File: src/rtl/ct_merge.sv
// ct_merge: round-robin merge of NI flow-tagged streams into one registered stream; CT_MERGE_PKT_LOCK_EN holds the grant for a whole packet.
module ct_merge #(
  parameter int NI = 2,
  parameter int WO = 8,
  parameter int WF = 1
) (
  input  logic             clk,
  input  logic             reset,
  input  logic [NI*WO-1:0] i_data,
  input  logic [NI-1:0]    i_valid,
  input  logic [NI*WF-1:0] i_flow,
  input  logic [NI-1:0]    i_eop,
  output logic [NI-1:0]    o_ready,
  output logic [WO-1:0]    o_data,
  output logic             o_valid,
  output logic [WF-1:0]    o_flow,
  output logic             o_eop,
  input  logic             i_ready
);
  localparam int PW = NI > 1 ? $clog2(NI) : 1;
  logic [PW-1:0] ptr_q, ptr_d, g, idx, nxt;
  logic          gv, load, xfer;
  logic          o_valid_q, o_valid_d, o_eop_q, o_eop_d;
  logic [WO-1:0] o_data_q, o_data_d;
  logic [WF-1:0] o_flow_q, o_flow_d;
`ifdef CT_MERGE_PKT_LOCK_EN
  logic          lock_q, lock_d;
  logic [PW-1:0] lk_q, lk_d;
`endif
  always_comb begin
    g = '0;
    gv = 1'b0;
    idx = '0;
    // scan from the far end so the input nearest ptr is the last to win
    for (int k = NI - 1; k >= 0; k--) begin
      idx = PW'((int'(ptr_q) + k) % NI);
      if (i_valid[idx]) begin
        g = idx;
        gv = 1'b1;
      end
    end
`ifdef CT_MERGE_PKT_LOCK_EN
    if (lock_q) begin
      g = lk_q;
      gv = 1'b1;
    end
`endif
    load = !o_valid_q | i_ready;
    o_ready = (gv & load & !reset) ? NI'(1) << g : '0;
    xfer = |(o_ready & i_valid);
    nxt = PW'((int'(g) + 1) % NI);
    o_valid_d = load ? xfer : o_valid_q;
    o_data_d = xfer ? i_data[WO*g +: WO] : o_data_q;
    o_flow_d = xfer ? i_flow[WF*g +: WF] : o_flow_q;
    o_eop_d = xfer ? i_eop[g] : o_eop_q;
`ifdef CT_MERGE_PKT_LOCK_EN
    lock_d = xfer ? !i_eop[g] : lock_q;
    lk_d = (xfer & !i_eop[g]) ? g : lk_q;
    ptr_d = (xfer & i_eop[g]) ? nxt : ptr_q;
`else
    ptr_d = xfer ? nxt : ptr_q;
`endif
  end
  always_ff @(posedge clk) begin
    if (reset) begin
      o_valid_q <= 1'b0;
      o_data_q <= '0;
      o_flow_q <= '0;
      o_eop_q <= 1'b0;
      ptr_q <= '0;
`ifdef CT_MERGE_PKT_LOCK_EN
      lock_q <= 1'b0;
      lk_q <= '0;
`endif
    end else begin
      o_valid_q <= o_valid_d;
      o_data_q <= o_data_d;
      o_flow_q <= o_flow_d;
      o_eop_q <= o_eop_d;
      ptr_q <= ptr_d;
`ifdef CT_MERGE_PKT_LOCK_EN
      lock_q <= lock_d;
      lk_q <= lk_d;
`endif
    end
  end
  assign o_valid = o_valid_q;
  assign o_data = o_data_q;
  assign o_flow = o_flow_q;
  assign o_eop = o_eop_q;
endmodule

File: config.mk
export PLATFORM = sky130hd
export DESIGN_NAME = ct_merge
export DESIGN_NICKNAME = d
export VERILOG_FILES = /design/src/rtl/ct_merge.sv
export SDC_FILE = /design/constraint.sdc
export NUM_CORES = 1
export LEC_CHECK = 0
export CORE_ASPECT_RATIO = 1.5
export CORE_MARGIN = 8
export CORE_UTILIZATION = 33
export DETAILED_ROUTE_END_ITERATION = 12
export HOLD_SLACK_MARGIN = 0.08
export PLACE_DENSITY = 0.83
export SLEW_MARGIN = 20
export SYNTH_ARGS = -nofsm -noshare
export SYNTH_HDL_FRONTEND = slang
export SYNTH_SLANG_ARGS = --single-unit
export TNS_END_PERCENT = 50
File: constraint.sdc
create_clock -name clk -period 1.2 [get_ports clk]
set_input_delay 0.24 -clock clk [delete_from_list [all_inputs] [get_ports clk]]
set_output_delay 0.24 -clock clk [all_outputs]
set_load 0.005 [all_outputs]
# Yosys cells after proc, flatten, opt, wreduce, memory -nomap -nowiden
# Cells that the tools add are included.
dict set report totals {
  elab_cells 31
  inputBits 25
  regBits 12
}
dict set report op_classes {
  n_addsub 2
  mux 11
  bitwise 4
  n_lt_le_gt_ge 3
  reduce_logical 3
  n_shift 3
}
# op n
set ops {}
lappend ops {{16-bit by 5-bit variable part select with 8-bit output} 1}
lappend ops {{1-bit two-way mux} 10}
lappend ops {{1-bit by 2-bit less-than comparator with 1-bit output (second input constant)} 3}
lappend ops {{1-bit adder (second input constant)} 2}
lappend ops {{1-bit bitwise AND} 2}
lappend ops {{2-bit bitwise AND} 1}
lappend ops {{1-bit zero test} 2}
lappend ops {{2-bit two-way mux} 1}
lappend ops {{2-bit OR reduction} 1}
lappend ops {{2-bit by 2-bit variable part select with 1-bit output} 1}
lappend ops {{1-bit by 1-bit << shifter with 2-bit output (first input constant)} 1}
lappend ops {{1-bit bitwise OR} 1}

# Logic depth before layout (Yosys ltp)
# Gate-level depths: netlist of run 1.
dict set report logic_depth {
  depth_word 10
  depth_mapped 5
  mapped_depth_nobuf 4
}

# Worst setup path after synthesis of run 1
# OpenSTA, ideal clock, no wires.
dict set report synth_path {
  path_kind {register -> output}
  start {register o_valid_q (netlist: o_valid)}
  end {output o_ready[1]}
  stages_incl_launch_ff 4
  path_buffers 0
  slack_ps -21
  arrival_ps 981
  cell_sequence {dfxtp_1 -> nor2b_4 -> or3_4 -> nor2_1}
}
dict set report synth_between {
  elab_chain_cells 5
}
# element line_no
set synth_lines {}
lappend synth_lines {{from (decl)} 23} ;# logic o_valid_q, o_valid_d, o_eop_q, o_eop_d;
lappend synth_lines {{from (signal assigned)} 76} ;# o_valid_q <= o_valid_d;
lappend synth_lines {{1-bit zero test} 48} ;# load = !o_valid_q | i_ready;
lappend synth_lines {{1-bit bitwise OR} 48}
lappend synth_lines {{1-bit bitwise AND (2 in series)} 49} ;# o_ready = (gv & load & !reset) ? NI'(1) << g : '0;
lappend synth_lines {{2-bit two-way mux} 49}
lappend synth_lines {{to (decl)} 13} ;# output logic [NI-1:0] o_ready,
# Every way passes these cells.

# Worst setup path in the final report of run 1
dict set report layout_path {
  start {register o_valid_q (netlist: o_valid)}
  end {output o_ready[0]}
}
# Same word-level chain as after synthesis.

==> run_results.csv, run 1 <==
group,metric,value,unit
layout,drive_gt1_share,41.84,%
placed_design,numPortBuffers,37,
grt,grt-ovfl-total,0,
timing,finClkSkew,0.002990,ns
timing,max_clock_freq,0.6458,GHz
yosys,muxShareOfSynthArea,15.38,%
yosys,synth_compound_area_share,14.81,%
layout,antenna_cells,0,
job,max_cap_violations,0,
outcome,status,"finished, violations left",
floorplan,dieArea,0.003678,mm²
yosys,synth_area,650.6,µm²
timing,rsz0062_at_grt,"yes",
yosys,synth_enable_flop_cells,0,
layout,fin_area,0.001060,mm²
clock_network,cts_setup_buffers,0,
clock_network,cts_root_buf,"clkbuf_4",
yosys,synth_xor_xnor_area_share,0,%
yosys,avgSynthCellArea,11.41,µm²
placed_design,place_area,0.001054,mm²
yosys,synth_top_family_by_area,"simple AND/OR/NAND/NOR gates",
detailed_routing,drc,0,
worst_setup_path,crit_path_end_kind,"output pin",
placed_design,gp_congestion,0.7413,
timing,drv_slew,0,
floorplan,core_area,0.001854,mm²
detailed_routing,first_pass_iters,4,
yosys,synthCells,57,
grt,antenna_found_initial,0,
detailed_routing,via_count,581,
yosys,synth-simple-area-share,27.12,%
yosys,ys_ff_latch,12,
pwr,leakagePower,0.5070,nW
worst_setup_path,crit_path_max_fanout,3,
timing,worstMarginPinSlew,0.3224,ns
placed_design,hpwl,1395,µm
clock_network,ctsHtreeMaxLevel,1,
pwr,p_per_area,949.1,mW/mm²
worst_setup_path,critical_path_class,"flip-flop to output pin",
clock_network,cts_tree,"done",
grt,grt_max_degree,22,
clock_network,cts.sink_count,12,
detailed_routing,ant_nets,0,
floorplan,start_util,35.09,%
floorplan,io_pins,38,
clock_network,clk_latency,0.26,ns
detailed_routing,drtIter0Drc,6,
detailed_routing,wire_per_inst,14.67,µm
yosys,yosysSeqAreaShare,36.92,%
hold_path,hold_path_class,"input port to flip-flop",
grt,grt_pass1_vias,670,
yosys,ys_warn_count,0,
worst_setup_path,required,0.96,ns
detailed_routing,postRouteWirelength,1746,µm
layout,layout.nets,125,
timing,finalCritPeriodShare,129.0,%
yosys,ys.flop_type,"dfxtp_1",
grt,grt_pass1_wl,3029,µm
clock_network,cts_buffers,3,
worst_setup_path,rrSetupSlack,-0.18,ns
outcome,violations,"negative setup slack",
timing,hold_viol,0,
timing,min_period,1.548,ns
worst_setup_path,worstPathArrival,1.31,ns
timing,setup_tns,-2.214,ns
pwr,finalPower,0.001006,W
yosys,synth_cell_type_count,14,
detailed_routing,vias_per_cell,4.882,
floorplan,die_y,70.38,µm
grt,gr-usage-all-layers,10.40,%
floorplan,placementRows,19,
layout,syn_to_final_growth,62.89,%
timing,slew_headroom,78.50,%
yosys,async_flop_share,0,%
floorplan,die_x,52.26,µm
yosys,synthAdderAreaFrac,0,%
timing,layout_setup_ws,-0.3484,ns
pwr,vdd_drop_max,0.5490,mV
yosys,synth_nets,82,
timing,setup_viol,13,
worst_setup_path,start_kind,"flip-flop",
clock_network,cts.clk_slew.worst_paths,0.07,ns
clock_network,cts_buffer_depth,2,
clock_network,ctsHoldBuffers,0,
metal layers:
| layer | track usage (%) | routed length, µm | vias to the layer above |
|---|---|---|---|
| met3 | 1.907 | 99 | 2 |
| met1 | 10.37 | 632 | 272 |
| met4 | 6.069 | 31 | 0 |
| met5 | 0 | 0 | - |
| met2 | 18.63 | 983 | 21 |
| li1 | - | - | 286 |
final timing paths:
check                              start                     end  depth (start not counted)
setup / recovery    o_valid$_SDFFE_PP0N_              o_ready[0]                          4
hold / removal                i_valid[0]    o_valid$_SDFFE_PP0N_                          3
setup reg to reg    o_valid$_SDFFE_PP0N_      ptr_q$_SDFFE_PP0P_                          5
hold reg to reg   o_data[4]$_SDFFE_PP0P_  o_data[4]$_SDFFE_PP0P_                          2
cell usage after synthesis (2+ instances only):
| library cell | n | share of area [%] |
|---|---|---|
| buf_6 | 2 | 3.5 |
| dfxtp_1 | 12 | 37 |
| mux2i_1 | 10 | 15 |
| nand3b_2 | 10 | 17 |
| nor2_1 | 3 | 1.7 |
| nor2b_1 | 2 | 1.9 |
| o21ai_2 | 11 | 15 |
registers in the layout, indices dropped and copies added (netlist names):
| register | count |
|---|---|
| o_data | 8 |
| ptr_q | 1 |
| o_valid | 1 |
| o_flow | 1 |
| o_eop | 1 |
layout by cell type, fill, tap and decap left out, types with 3 or more instances in the layout:
| master | instances |
|---|---|
| dlygate4sd2_1 | 15 |
| clkbuf_4 | 3 |
| dfxtp_2 | 6 |
| buf_4 | 5 |
| o21ai_2 | 11 |
| dfxtp_1 | 6 |
| mux2i_1 | 10 |
| clkdlybuf4s50_1 | 20 |
| nand3b_2 | 10 |
where the power goes:
group	internal (W)	switching, W	total (W)
registers	0.000442	0.0000239	0.000466
logic	0.000180	0.000118	0.000298
clock network	0.000116	0.000126	0.000242
total	0.000738	0.000268	0.00101
cell families after synthesis:
logic type / Yosys count
AO/OA/AOI/OAI: 11
buffers and inverters: 5
flip-flops: 12
multiplexers: 10
AND/OR/NAND/NOR: 19
cell type report:
cell class,instances,area (µm²)
clock buffer,3,22.52
fill,173,794.5
inverter,1,3.754
multi-input combinational,40,380.4
sequential,12,247.7
tap,21,26.28
timing repair buffer,42,379.1
worst max-delay path, cell delays in order (launching register included):
cell     delay (ns)
dfxtp_2        0.32
nor2b_4        0.12
or3_4          0.36
nor2b_1        0.12
buf_2          0.12
per-stage QoR:
step                instances  hold WS (ns)  utilization [%]  setup WS (ns)
floorplan                  57        0.3646                -      -0.002908
global placement          116        0.4700            56.82        -0.8422
detailed placement        116        0.4742            56.82        -0.8706
CTS                       119        0.3833            57.08        -0.3663
global route              119        0.4267            57.15        -0.3918
finish                    119        0.3806            57.15        -0.3484
timing repair:
item	4_1_cts	5_1_grt
hold endpoints to repair	0	0
endpoints found under the setup margin	24	13
pin swaps	1	0
gates resized for setup	29	1
No activity file was read; power rests on OpenSTA's default activity.
==> run 2, diff against run 1 <==
- ABC_CLOCK_PERIOD_IN_PS: default -> 1200
==> results of run 2 <==
Same layout as run 1: the final DEF is identical, and so are final timing and power.
==> run 3, diff against run 2 <==
- ABC_AREA: default -> 0
- GPL_ROUTABILITY_DRIVEN: default -> 0
==> results of run 3 <==
Same layout as run 1: the final DEF is identical, and so are final timing and power.
